[src/rtl/bpu_update_if.sv]
// Bundles the resolved-branch inputs and the branch-target-cache write port.
// The updater uses the slave view; the execute stage and cache use the master view.
interface bpu_update_if #(
    parameter int unsigned ADDR_WIDTH = 32,
    parameter int unsigned WIDTH      = 32
);
    logic                  resolve_valid;
    logic [ADDR_WIDTH-1:0] resolve_pc;
    logic [WIDTH-1:0]      resolve_target;
    logic                  resolve_taken;
    logic                  pred_taken;
    logic [WIDTH-1:0]      pred_target;

    logic [ADDR_WIDTH-1:0] wr_addr;
    logic [WIDTH-1:0]      data_in0;
    logic [WIDTH-1:0]      data_in1;
    logic [1:0]            data_in2;
    logic                  write_en;
    logic                  hit2;
    logic [1:0]            data_out3;

    modport master (
        output resolve_valid, resolve_pc, resolve_target, resolve_taken,
        output pred_taken, pred_target,
        output hit2, data_out3,
        input  wr_addr, data_in0, data_in1, data_in2, write_en
    );

    modport slave (
        input  resolve_valid, resolve_pc, resolve_target, resolve_taken,
        input  pred_taken, pred_target,
        input  hit2, data_out3,
        output wr_addr, data_in0, data_in1, data_in2, write_en
    );
endinterface

[src/rtl/bpu_update.sv]
// Branch-target cache updater: flags mispredicts, queues resolved branches and
// performs a lookup/write read-modify-write of the 2-bit counter for each one.
module bpu_update #(
    parameter int unsigned ADDR_WIDTH = 32,
    parameter int unsigned WIDTH      = 32,
    parameter int unsigned FIFO_DEPTH = 4
) (
    input  logic             clk,
    input  logic             reset,
    bpu_update_if.slave      bus,
    output logic             flush,
    output logic [WIDTH-1:0] redirect_pc,
    output logic             fifo_full,
    output logic [15:0]      drop_count
);
    localparam int unsigned PTR_W = (FIFO_DEPTH > 1) ? $clog2(FIFO_DEPTH) : 1;
    localparam int unsigned CNT_W = PTR_W + 1;
    localparam logic [CNT_W-1:0] DEPTH_C = CNT_W'(FIFO_DEPTH);

    typedef struct packed {
        logic [ADDR_WIDTH-1:0] pc;
        logic [WIDTH-1:0]      target;
        logic                  taken;
    } entry_t;

    typedef enum logic [1:0] {
        IDLE   = 2'd0,
        LOOKUP = 2'd1,
        WRITE  = 2'd2
    } state_t;

    state_t           state;
    state_t           state_next;

    entry_t           mem [FIFO_DEPTH];
    entry_t           head;
    entry_t           head_next;
    entry_t           push_entry;
    logic [PTR_W-1:0] wr_ptr;
    logic [PTR_W-1:0] rd_ptr;
    logic [PTR_W-1:0] rd_ptr_next;
    logic [CNT_W-1:0] count;
    logic [CNT_W-1:0] count_next;
    logic             push;
    logic             pop;
    logic             drop;
    logic             mispredict;
    logic [1:0]       ctr_next;
    logic             write_en_q;
    logic [1:0]       data_in2_q;

    // Queue bookkeeping; fullness is judged on the pre-edge count so a same-cycle pop never rescues a push.
    always_comb begin
        push        = bus.resolve_valid && (count != DEPTH_C);
        drop        = bus.resolve_valid && (count == DEPTH_C);
        pop         = (state == WRITE);
        count_next  = count + CNT_W'(push) - CNT_W'(pop);
        rd_ptr_next = pop ? rd_ptr + PTR_W'(1) : rd_ptr;

        push_entry.pc     = bus.resolve_pc;
        push_entry.target = bus.resolve_target;
        push_entry.taken  = bus.resolve_taken;

        // Head seen after this edge: nothing, the entry being pushed into an empty queue, or stored data.
        if (count_next == '0) begin
            head_next = '0;
        end else if (push && ((count - CNT_W'(pop)) == '0)) begin
            head_next = push_entry;
        end else begin
            head_next = mem[rd_ptr_next];
        end
    end

    always_comb begin
        mispredict = bus.resolve_valid &&
                     ((bus.resolve_taken != bus.pred_taken) ||
                      (bus.resolve_taken && (bus.pred_target != bus.resolve_target)));
    end

    // Saturating counter step for the head entry; a miss allocates weak-taken.
    always_comb begin
        ctr_next = 2'b10;
        if (bus.hit2) begin
            if (head.taken) begin
                ctr_next = (bus.data_out3 == 2'b11) ? 2'b11 : bus.data_out3 + 2'b01;
            end else begin
                ctr_next = (bus.data_out3 == 2'b00) ? 2'b00 : bus.data_out3 - 2'b01;
            end
        end
    end

    always_comb begin
        state_next = state;
        case (state)
            IDLE:    if (count != '0) state_next = LOOKUP;
            LOOKUP:  state_next = WRITE;
            WRITE:   state_next = (count_next != '0) ? LOOKUP : IDLE;
            default: state_next = IDLE;
        endcase
    end

    always_ff @(posedge clk or posedge reset) begin
        if (reset) begin
            state <= IDLE;
        end else begin
            state <= state_next;
        end
    end

    always_ff @(posedge clk or posedge reset) begin
        if (reset) begin
            wr_ptr    <= '0;
            rd_ptr    <= '0;
            count     <= '0;
            head      <= '0;
            fifo_full <= 1'b0;
        end else begin
            if (push) begin
                wr_ptr <= wr_ptr + PTR_W'(1);
            end
            rd_ptr    <= rd_ptr_next;
            count     <= count_next;
            head      <= head_next;
            fifo_full <= (count_next == DEPTH_C);
        end
    end

    // Payload storage needs no reset: only slots below count are ever read.
    always_ff @(posedge clk) begin
        if (push) begin
            mem[wr_ptr] <= push_entry;
        end
    end

    always_ff @(posedge clk or posedge reset) begin
        if (reset) begin
            flush       <= 1'b0;
            redirect_pc <= '0;
            drop_count  <= '0;
        end else begin
            flush <= mispredict;
            if (mispredict) begin
                redirect_pc <= bus.resolve_taken ? bus.resolve_target
                                                 : WIDTH'(bus.resolve_pc) + WIDTH'(4);
            end
            if (drop && (drop_count != 16'hFFFF)) begin
                drop_count <= drop_count + 16'd1;
            end
        end
    end

    // The lookup result is folded into the write strobe and new state on the LOOKUP->WRITE edge.
    always_ff @(posedge clk or posedge reset) begin
        if (reset) begin
            write_en_q <= 1'b0;
            data_in2_q <= 2'b00;
        end else begin
            write_en_q <= (state == LOOKUP) && (bus.hit2 || head.taken);
            if (state == LOOKUP) begin
                data_in2_q <= ctr_next;
            end
        end
    end

    assign bus.wr_addr  = head.pc;
    assign bus.data_in0 = WIDTH'(head.pc);
    assign bus.data_in1 = head.target;
    assign bus.data_in2 = data_in2_q;
    assign bus.write_en = write_en_q;
endmodule
[src/flat_wrapper.sv]
// flat-port wrapper written by rule: the top's interface ports become plain ports
module bpu_update_flat 
#(
    parameter int unsigned ADDR_WIDTH = 32,
    parameter int unsigned WIDTH      = 32,
    parameter int unsigned FIFO_DEPTH = 4
)
  (clk, reset, flush, redirect_pc, fifo_full, drop_count, bus_resolve_valid, bus_resolve_pc, bus_resolve_target, bus_resolve_taken, bus_pred_taken, bus_pred_target, bus_hit2, bus_data_out3, bus_wr_addr, bus_data_in0, bus_data_in1, bus_data_in2, bus_write_en);
  bpu_update_if #(.ADDR_WIDTH(ADDR_WIDTH), .WIDTH(WIDTH)) bus_i ();
  input  logic clk;
  input  logic reset;
  output logic flush;
  output logic [WIDTH-1:0] redirect_pc;
  output logic fifo_full;
  output logic [15:0] drop_count;
  input wire logic [$bits(bus_i.resolve_valid)-1:0] bus_resolve_valid;
  input wire logic [$bits(bus_i.resolve_pc)-1:0] bus_resolve_pc;
  input wire logic [$bits(bus_i.resolve_target)-1:0] bus_resolve_target;
  input wire logic [$bits(bus_i.resolve_taken)-1:0] bus_resolve_taken;
  input wire logic [$bits(bus_i.pred_taken)-1:0] bus_pred_taken;
  input wire logic [$bits(bus_i.pred_target)-1:0] bus_pred_target;
  input wire logic [$bits(bus_i.hit2)-1:0] bus_hit2;
  input wire logic [$bits(bus_i.data_out3)-1:0] bus_data_out3;
  output wire logic [$bits(bus_i.wr_addr)-1:0] bus_wr_addr;
  output wire logic [$bits(bus_i.data_in0)-1:0] bus_data_in0;
  output wire logic [$bits(bus_i.data_in1)-1:0] bus_data_in1;
  output wire logic [$bits(bus_i.data_in2)-1:0] bus_data_in2;
  output wire logic [$bits(bus_i.write_en)-1:0] bus_write_en;
  assign bus_i.resolve_valid = bus_resolve_valid;
  assign bus_i.resolve_pc = bus_resolve_pc;
  assign bus_i.resolve_target = bus_resolve_target;
  assign bus_i.resolve_taken = bus_resolve_taken;
  assign bus_i.pred_taken = bus_pred_taken;
  assign bus_i.pred_target = bus_pred_target;
  assign bus_i.hit2 = bus_hit2;
  assign bus_i.data_out3 = bus_data_out3;
  assign bus_wr_addr = bus_i.wr_addr;
  assign bus_data_in0 = bus_i.data_in0;
  assign bus_data_in1 = bus_i.data_in1;
  assign bus_data_in2 = bus_i.data_in2;
  assign bus_write_en = bus_i.write_en;
  bpu_update #(.ADDR_WIDTH(ADDR_WIDTH), .WIDTH(WIDTH), .FIFO_DEPTH(FIFO_DEPTH)) u_core (.clk(clk), .reset(reset), .bus(bus_i), .flush(flush), .redirect_pc(redirect_pc), .fifo_full(fifo_full), .drop_count(drop_count));
endmodule
[config.mk]
export PLATFORM = sky130hd
export DESIGN_NAME = bpu_update_flat
export DESIGN_NICKNAME = d
export VERILOG_FILES = /design/src/rtl/bpu_update_if.sv /design/src/rtl/bpu_update.sv /design/src/flat_wrapper.sv
export SDC_FILE = /design/constraint.sdc
export NUM_CORES = 1
export LEC_CHECK = 0
export BUFFER_PORTS_ARGS = -buffer_cell sky130_fd_sc_hd__clkbuf_2
export CAP_MARGIN = 20
export CORE_UTILIZATION = 30
export DETAILED_ROUTE_END_ITERATION = 8
export PLACE_DENSITY = 0.59
export SLEW_MARGIN = 20
export SYNTH_ARGS = -nofsm -noshare
export SYNTH_HDL_FRONTEND = slang
export SYNTH_SLANG_ARGS = --single-unit
export TNS_END_PERCENT = 5
[constraint.sdc]
create_clock -name clk -period 5.35 [get_ports clk]
set_clock_uncertainty 0.05 [all_clocks]
set_input_delay 1.07 -clock clk [delete_from_list [all_inputs] [get_ports clk]]
set_output_delay 1.07 -clock clk [all_outputs]
set_load 0.02 [all_outputs]
==> results.yml, run 1 <==
outcome:
  status: "completed"
floorplan:
  fp.coreArea_sq_um: 54000
  die_x_um: 236
  rows: 85
  die_area_sq_um: 55900
  fp.dieH_um: 236
  initial_core_util_pct: 30.5
  pin_count: 253
global_route:
  track_usage_pct: 16.4
  grt_pass1_wl_um: 66900
  grt_pass1_vias: 10018
  grt_max_degree: 90
  antenna_found_initial: 3
  grt-ovfl-total: 0
layout:
  num-nets-final: 1408
  drive_gt1_share_pct: 34.0
  final_cell_mix: "edfxtp_1, clkbuf_2, nand2_1, dfrtp_1, a21oi_1"
  layout_commonest_cell: "edfxtp_1"
  area_delta_synth_final_pct: 17.6
power:
  p_leak_nw: 7.43
  power.density_nw_per_um2: 610
  power.total_w: 0.0118
  max-vdd-ir-drop_mv: 0.336
synthesis:
  ys.warnings.count: 0
  synth_top_area_share_pct: 47.4
  ys_seq_elements: 387
  syn_area_per_cell_sq_um: 14.7
  synthArstFlopShare_pct: 32.8
  yosysSeqAreaShare_pct: 66.6
  yosys.area.top_type: "edfxtp_1"
  synthFlopType: "edfxtp_1"
  synth-edff-count: 260
  netlist_instances: 1123
  synthTopCellsByArea: "edfxtp_1, dfrtp_1, mux4_2"
  synth_cell_types: 42
  syn_nets: 1237
  synth_area_sq_um: 16500
route:
  drt-vias-per-instance: 4.74
  drt-pass1-iter-count: 5
  finalWirelength_um: 45200
  drt_first_iter_violations: 466
  post_drt_wl_per_cell_um: 22.3
  drcViolationCount: 0
  ant_nets: 0
  vias: 9605
placed_design:
  dpl.hpwl_um: 30500
  io_buffers: 252
  place_congestion: 0.766
clock_tree:
  ctsHoldBuffers: 0
  cts_root_buf: "clkbuf_16"
  clkTransAtPathRegs_ns: 0.06
  clock-sinks: 387
  cts-resized-gates: 0
  post_cts.repair.setup_buffers: 0
  clk_latency_ns: 0.56
  cts_buffers: 45
  htreeDepth: 2
  cts_max_path_buffers: 3
  cts_tree: "yes"
critical_path:
  critPathCaptureType: "flop"
  critPathMaxFanout: 32
  critPathSlowestCell: "nor4_1"
  crit_chain: "clkbuf_2, xor2_1, nor4_1, nand4_1, nor3_2, buf_4, nor2_4, mux2_2"
  r2r_slack_ns: 2.57
  cp.arrival_ns: 3.51
  crit_required_ns: 5.74
  crit_family: "simple AND/OR/NAND/NOR gates"
  crit_buf_inv: 2
  worstSetupPathType: "in2reg"
  slowest_delay_ns: 0.73
  worstSetupStartpointType: "input port"
sta:
  fin_tns_setup_ns: 0
  final_hold_viol_count: 0
  tightest_slew_ns: 0.989
  grt_setup_unrepaired: "no"
  period_share_pct: 58.3
  slew_violations: 0
  fmax_mhz: 320
  period_minus_slack_ns: 3.12
  relSlewSlack_pct: 34.1
  setup_violations: 0
hold_path:
  holdCritPathClass: "reg2reg"
flow_run:
  maxCapViolations: 0
path summary, 6_finish.rpt:
kind,start,to,cells after the start
hold reg to reg,u_core.state[0],u_core.state[0],1
min in group asynchronous,reset,u_core.bus.data_in0[0],2
setup reg to reg,u_core.state[1],u_core.state[0],10
setup / recovery,bus_resolve_target[19],u_core.redirect_pc[4],8
max in group asynchronous,reset,u_core.bus.data_in0[2],3
hold / removal,u_core.state[0],u_core.state[0],1
flip-flops by register name (all words and copies together) (netlist names):
name and count:
u_core.mem 260, u_core.bus.data_in0 32, u_core.bus.data_in1 32, u_core.redirect_pc 32, u_core.drop_count 16, u_core.count 3, u_core.bus.data_in2 2, u_core.rd_ptr 2
u_core.state 2, u_core.wr_ptr 2, u_core.bus.write_en 1, u_core.fifo_full 1, u_core.flush 1, u_core.head 1
through the flow:
step | cells | setup slack [ns] | hold slack [ns] | utilization, % | area, sq um
3_5_place_dp | 1943 | 1.58 | 0.409 | 33.1 | 17900
5_1_grt | 2027 | 2.08 | 0.431 | 35.9 | 19400
4_1_cts | 2026 | 2.18 | 0.420 | 35.9 | 19400
2_1_floorplan | 1123 | 0.846 | 0.376 | - | 16500
6_report | 2028 | 2.23 | 0.415 | 35.9 | 19400
3_3_place_gp | 1943 | 1.58 | 0.404 | 33.1 | 17900
per-layer routing:
layer	up-vias	wire length [um]	GRT usage [%]
met5	-	23	0
met4	4	1710	6.67
met3	84	2360	3.55
met2	260	21100	26.0
met1	4899	20000	21.6
li1	4358	-	-
synthesized netlist by cell type (10+ instances only):
| library cell | n |
|---|---|
| inv_1 | 14 |
| nand3_1 | 19 |
| nand2_1 | 165 |
| o21ai_0 | 25 |
| xor2_1 | 52 |
| dfrtp_1 | 127 |
| nand4_1 | 18 |
| nor2_1 | 28 |
| buf_2 | 11 |
| buf_4 | 101 |
| o22a_1 | 10 |
| mux2_2 | 26 |
| xnor2_1 | 26 |
| clkbuf_1 | 30 |
| mux4_2 | 65 |
| edfxtp_1 | 260 |
| a21oi_1 | 76 |
cell type report:
cell class,count,area (sq um)
diodes,2,5.00
flip-flops and latches,387,11000
inverters,14,57.6
fillers,5245,34600
clock buffers,52,1210
multi-input cells,577,4570
clock inverters,31,304
repair buffers,269,1390
well taps,696,871
power breakdown:
part	switching (W)	internal [W]	total, W
Clock	0.00130	0.00183	0.00313
Sequential	0.000266	0.00405	0.00431
Combinational	0.00266	0.00172	0.00439
Total	0.00422	0.00761	0.0118
logic make-up after synthesis:
| family | share of synthesized area (%) |
|---|---|
| AND/OR/NAND/NOR | 7.76 |
| multiplexers | 10.7 |
| AO/OA/AOI/OAI | 4.01 |
| buffers and inverters | 6.00 |
| flip-flops | 66.6 |
| XOR/XNOR | 4.14 |
| adder cells (fa/ha/maj) | 0.804 |
(Power assumes the default switching activity.)
==> run 2: changes to the inputs <==
--- a/config.mk
+++ b/config.mk
@@ -9,7 +9,7 @@
 export CAP_MARGIN = 20
 export CORE_UTILIZATION = 30
 export DETAILED_ROUTE_END_ITERATION = 8
-export PLACE_DENSITY = 0.59
+export PLACE_DENSITY = 0.6
 export SLEW_MARGIN = 20
 export SYNTH_ARGS = -nofsm -noshare
 export SYNTH_HDL_FRONTEND = slang
==> constraint.sdc (replaced) <==
create_clock -name clk -period 2.6 [get_ports clk]
set_clock_uncertainty 0.05 [all_clocks]
set_input_delay 0.52 -clock clk [delete_from_list [all_inputs] [get_ports clk]]
set_output_delay 0.52 -clock clk [all_outputs]
set_load 0.02 [all_outputs]
==> run 2 against run 1 <==
Against the previous run: the run now ends with negative setup slack left; via count up 4.7%; wire length up 3.2%; worst hold slack worse by 0.26 ns; clock power up 97%; worst setup slack worse by 2.3 ns; first-iteration DRC count up 57%; sequential power up 110%; global-route usage about the same; combinational power up 140%; sequential share of layout area down 2.8 points; core utilization up 1.9 points; critical endpoint is now u_core.bus.data_in0[22]; largest power group unchanged; highest routed layer unchanged.
==> results.yml, run 2 (synthesis results as in run 1) <==
placed_design:
  placedCellCount: 2019
  dpl.hpwl_um: 32200
  place_area_sq_um: 18700
  io_buffers: 252
  place_congestion: 0.774
clock_tree:
  htreeDepth: 2
  cts_buffers: 43
  clk_latency_ns: 0.56
  cts_root_buf: "clkbuf_16"
  clkTransAtPathRegs_ns: 0.06
  cts_tree: "yes"
  clock-sinks: 387
  cts_max_path_buffers: 3
route:
  vias: 10054
  post_drt_wl_per_cell_um: 22.2
  finalWirelength_um: 46700
  drt-pass1-iter-count: 7
  drcViolationCount: 0
  drt-vias-per-instance: 4.77
  drt_first_iter_violations: 730
  ant_nets: 0
layout:
  final_cell_mix: "edfxtp_1, clkbuf_2, nand2_1, dfrtp_1, buf_4"
  layout_commonest_cell: "edfxtp_1"
  nFillCells: 5152
  num-nets-final: 1491
  multiInputGateArea_sq_um: 4710
  stdcell_area_sq_um: 20400
  num_antenna_cells: 0
  drive_gt1_share_pct: 39.7
  largest_reg_flops: 260
  fin_cells: 2106
  finalCoreUtilization_pct: 37.8
  area_delta_synth_final_pct: 23.8
  largest_register: "u_core.mem"
  regArea_sq_um: 11000
global_route:
  grt_max_degree: 39
  grt_pass1_vias: 10123
  track_usage_pct: 16.4
  antenna_found_initial: 3
  grt-ovfl-total: 0
  grt_pass1_wl_um: 67000
power:
  max-vdd-ir-drop_mv: 0.766
  p_leak_nw: 7.96
  power.density_nw_per_um2: 1270
sta:
  setup_violations: 56
  period_minus_slack_ns: 2.67
  slew_violations: 0
  setup_slack_ns: -0.0690
  relSlewSlack_pct: 34.9
  final_hold_viol_count: 0
  period_share_pct: 103
  tightest_slew_ns: 0.973
  fin_tns_setup_ns: -2.46
  grt_setup_unrepaired: "yes"
  fmax_mhz: 375
critical_path:
  r2r_cells: 11
  cp.arrival_ns: 3.07
  critPathMaxFanout: 6
  worstSetupPathType: "reg2reg"
  worstSetupStartpointType: "flop"
  crit_required_ns: 3.00
  critPathCaptureType: "flop"
floorplan:
  fp.coreArea_sq_um: 54000
  die_x_um: 236
  die_area_sq_um: 55900
  rows: 85
  fp.dieH_um: 236
  initial_core_util_pct: 30.5
  pin_count: 253
hold_path:
  min_path_cells: 3
  holdCritPathClass: "in2reg"
outcome:
  violations: "negative setup slack"
  status: "finished with violations"
flow_run:
  maxCapViolations: 0
-- run 2: layout make-up --
class                   count  share of cell area (%)
clock buffers              63                    6.45
clock inverters            15                   0.632
inverters                  14                   0.276
multi-input cells         577                    23.1
flip-flops and latches    387                    53.8
well taps                 696                    4.27
repair buffers            354                    11.5
-- run 2: path summary, 6_finish.rpt --
path	start	endpoint	slack [ns]
setup / recovery	u_core.state[0]	u_core.bus.data_in0[22]	-0.07
hold / removal	bus_hit2	u_core.bus.write_en	0.15
setup reg to reg	u_core.state[0]	u_core.bus.data_in0[22]	-0.07
hold reg to reg	u_core.bus.data_in2[0]	u_core.bus.data_in2[0]	0.43
max in group asynchronous	reset	u_core.bus.data_in1[18]	1.35
min in group asynchronous	reset	u_core.drop_count[0]	0.47
-- run 2: worst max-delay path, cell delays in order, from the launching register on --
cell,delay (ns)
dfrtp_1,0.35
and2b_2,0.25
ha_4,0.28
inv_2,0.04
ha_4,0.15
fa_2,0.37
xnor2_2,0.16
xnor2_2,0.16
nor3_2,0.29
buf_6,0.23
clkbuf_16,0.19
a21oi_2,0.03
-- run 2: per-layer routing --
layer	GRT usage (%)	wire length, um
met5	0	25
met2	25.9	22100
met1	21.6	20100
met4	6.69	1520
met3	3.87	2930
-- run 2: stage by stage --
stage               setup WS (ns)  hold slack (ns)  total power (W)
detailed placement         -0.592            0.433           0.0190
global route               -0.203            0.160           0.0272
floorplan                  -0.280            0.376           0.0163
CTS                       0.00561            0.116           0.0253
finish                    -0.0690            0.155           0.0259
global placement           -0.516            0.419           0.0189
-- run 2: report_power, final --
part	internal (W)	switching, W	leakage [nW]
registers	0.00831	0.000726	3.92
logic	0.00478	0.00594	3.33
clock network	0.00370	0.00246	0.707
total	0.0168	0.00913	7.96
-- run 2: timing repair --
item / 4_1_cts / 5_1_grt
resized for setup: 0 / 38
endpoints found under the setup margin: 3 / 94
hold buffers: 1 / 0
cloned: 0 / 5
buffers inserted: 1 / 2
pin swaps: 1 / 6
hold endpoints to repair: 13 / 0
==> run 3: changes to the inputs <==
--- a/config.mk
+++ b/config.mk
@@ -9,6 +9,7 @@
 export CAP_MARGIN = 20
 export CORE_UTILIZATION = 30
 export DETAILED_ROUTE_END_ITERATION = 8
+export HOLD_SLACK_MARGIN = 0.06
 export PLACE_DENSITY = 0.6
 export SLEW_MARGIN = 20
 export SYNTH_ARGS = -nofsm -noshare
==> constraint.sdc (replaced) <==
create_clock -name clk -period 2.2 [get_ports clk]
set_clock_uncertainty 0.05 [all_clocks]
set_input_delay 0.44 -clock clk [delete_from_list [all_inputs] [get_ports clk]]
set_output_delay 0.44 -clock clk [all_outputs]
set_load 0.02 [all_outputs]
==> run 3 against run 2 <==
Against the previous run: the flow still finishes with violations (negative setup slack); flip-flop and latch count is the same; die area is the same; wire length grew 3.4%; critical path depth is the same; final cell count grew 2.1%; critical path type unchanged; global-route usage grew 0.76 points; sequential share of layout area shrank 1.3 points; largest cell class unchanged.
==> results.yml, run 3 (synthesis results as in run 1) <==
clock_tree:
  htreeDepth: 2
  cts_buffers: 44
  cts_root_buf: "clkbuf_16"
  cts_max_path_buffers: 3
  clkTransAtPathRegs_ns: 0.06
  clk_latency_ns: 0.57
  clock-sinks: 387
  cts_tree: "yes"
critical_path:
  crit_required_ns: 2.59
  critPathMaxFanout: 17
  critPathCaptureType: "flop"
  worstSetupStartpointType: "flop"
  cp.arrival_ns: 2.97
  worstSetupPathType: "reg2reg"
layout:
  drive_gt1_share_pct: 41.1
  largest_reg_flops: 260
  area_delta_synth_final_pct: 26.8
  finalCoreUtilization_pct: 38.7
  num-nets-final: 1530
  largest_register: "u_core.mem"
  final_cell_mix: "edfxtp_1, clkbuf_2, nand2_1, dfrtp_1, buf_4"
  fin_cells: 2150
  layout_commonest_cell: "edfxtp_1"
floorplan:
  pin_count: 253
  die_x_um: 236
  initial_core_util_pct: 30.5
  rows: 85
  die_area_sq_um: 55900
  fp.dieH_um: 236
  fp.coreArea_sq_um: 54000
global_route:
  track_usage_pct: 17.2
  grt_max_degree: 47
  grt_pass1_vias: 10424
  top_usage_layer: "met2"
  grt.met3_usage_pct: 3.69
  grt-ovfl-total: 0
  use_met1_pct: 23.5
  met2_usage_pct: 27.0
  grt_pass1_wl_um: 70100
  antenna_found_initial: 5
sta:
  slew_violations: 0
  relSlewSlack_pct: 34.4
  tightest_slew_ns: 0.982
  period_minus_slack_ns: 2.59
  setup_slack_ns: -0.387
  final_hold_viol_count: 0
  period_share_pct: 118
  fmax_mhz: 387
  grt_setup_unrepaired: "yes"
  fin_tns_setup_ns: -21.64
  setup_violations: 67
power:
  power.density_nw_per_um2: 1510
  p_leak_nw: 8.23
  max-vdd-ir-drop_mv: 0.693
route:
  drcViolationCount: 0
  drt-vias-per-instance: 4.79
  vias: 10296
  drt_first_iter_violations: 817
  finalWirelength_um: 48300
  post_drt_wl_per_cell_um: 22.5
  ant_nets: 0
  drt-pass1-iter-count: 4
placed_design:
  io_buffers: 252
  placedCellCount: 2056
  place_congestion: 0.807
  dpl.hpwl_um: 33400
hold_path:
  holdCritPathClass: "in2reg"
flow_run:
  maxCapViolations: 0
outcome:
  violations: "negative setup slack"
  status: "finished with violations"
-- run 3: cell types whose count changed in the layout (fill, tap and decap cells not counted), sizes merged, moves of 2 or more --
cell	delta
bufinv	+3
clkinv	+2
dlygate4sd3	+2
diode	+2
buf	+37
clkbuf	-5
inv	+4
-- run 3: report_power, final --
group	total (W)	leakage, nW	internal, W	switching, W
clock network	0.00768	0.754	0.00466	0.00302
registers	0.0106	3.92	0.00983	0.000821
logic	0.0132	3.55	0.00590	0.00725
-- run 3: routing by layer --
metal | wire [um] | vias up
met5 | 13 | -
met4 | 1280 | 2
met3 | 3400 | 63
met2 | 22800 | 374
met1 | 20800 | 5257
li1 | - | 4600
-- run 3: worst paths after layout --
kind	startpoint	to	slack, ns	cells past startpoint
max	u_core.state[0]	u_core.bus.data_in1[17]	-0.39	11
min	bus_resolve_pc[30]	u_core.mem[1][63]	0.09	1
max reg2reg	u_core.state[0]	u_core.bus.data_in1[17]	-0.39	11
min reg2reg	u_core.drop_count[4]	u_core.drop_count[4]	0.44	1
max in group asynchronous	reset	u_core.bus.data_in1[22]	1.08	4
min in group asynchronous	reset	u_core.drop_count[5]	0.39	3
-- run 3: through the flow --
stage	total power [W]	setup WS, ns	hold WS (ns)	instance area, sq um
global route	0.0331	-0.489	0.0814	20900
CTS	0.0312	-0.377	0.0653	20700
finish	0.0315	-0.387	0.0854	20900
global placement	0.0229	-0.661	0.417	19100
detailed placement	0.0230	-0.657	0.433	19100
floorplan	0.0193	-0.671	0.376	16500
-- run 3: final cells by class --
type,instances,area [sq um]
flip-flops and latches,387,11000
well taps,696,871
repair buffers,392,2720
clock inverters,23,265
inverters,14,56.3
fillers,5111,33100
diodes,2,5.00
multi-input cells,577,4740
clock buffers,59,1270
-- run 3: repair_timing --
item                                    CTS  global route
pin swaps                                 1             0
cloned                                    1             2
setup buffers                             3             1
resized for setup                        15            22
hold buffers                              3             0
endpoints found under the hold margin    17             0
endpoints found under the setup margin   88            88
-- run 3: critical path: stages (launching register included) --
cell	delay (ns)
dfrtp_1	0.35
and2b_2	0.25
ha_4	0.27
inv_2	0.04
ha_4	0.15
fa_2	0.35
xnor2_2	0.23
xnor2_2	0.13
nor3_4	0.18
buf_6	0.20
buf_12	0.18
a21oi_1	0.08
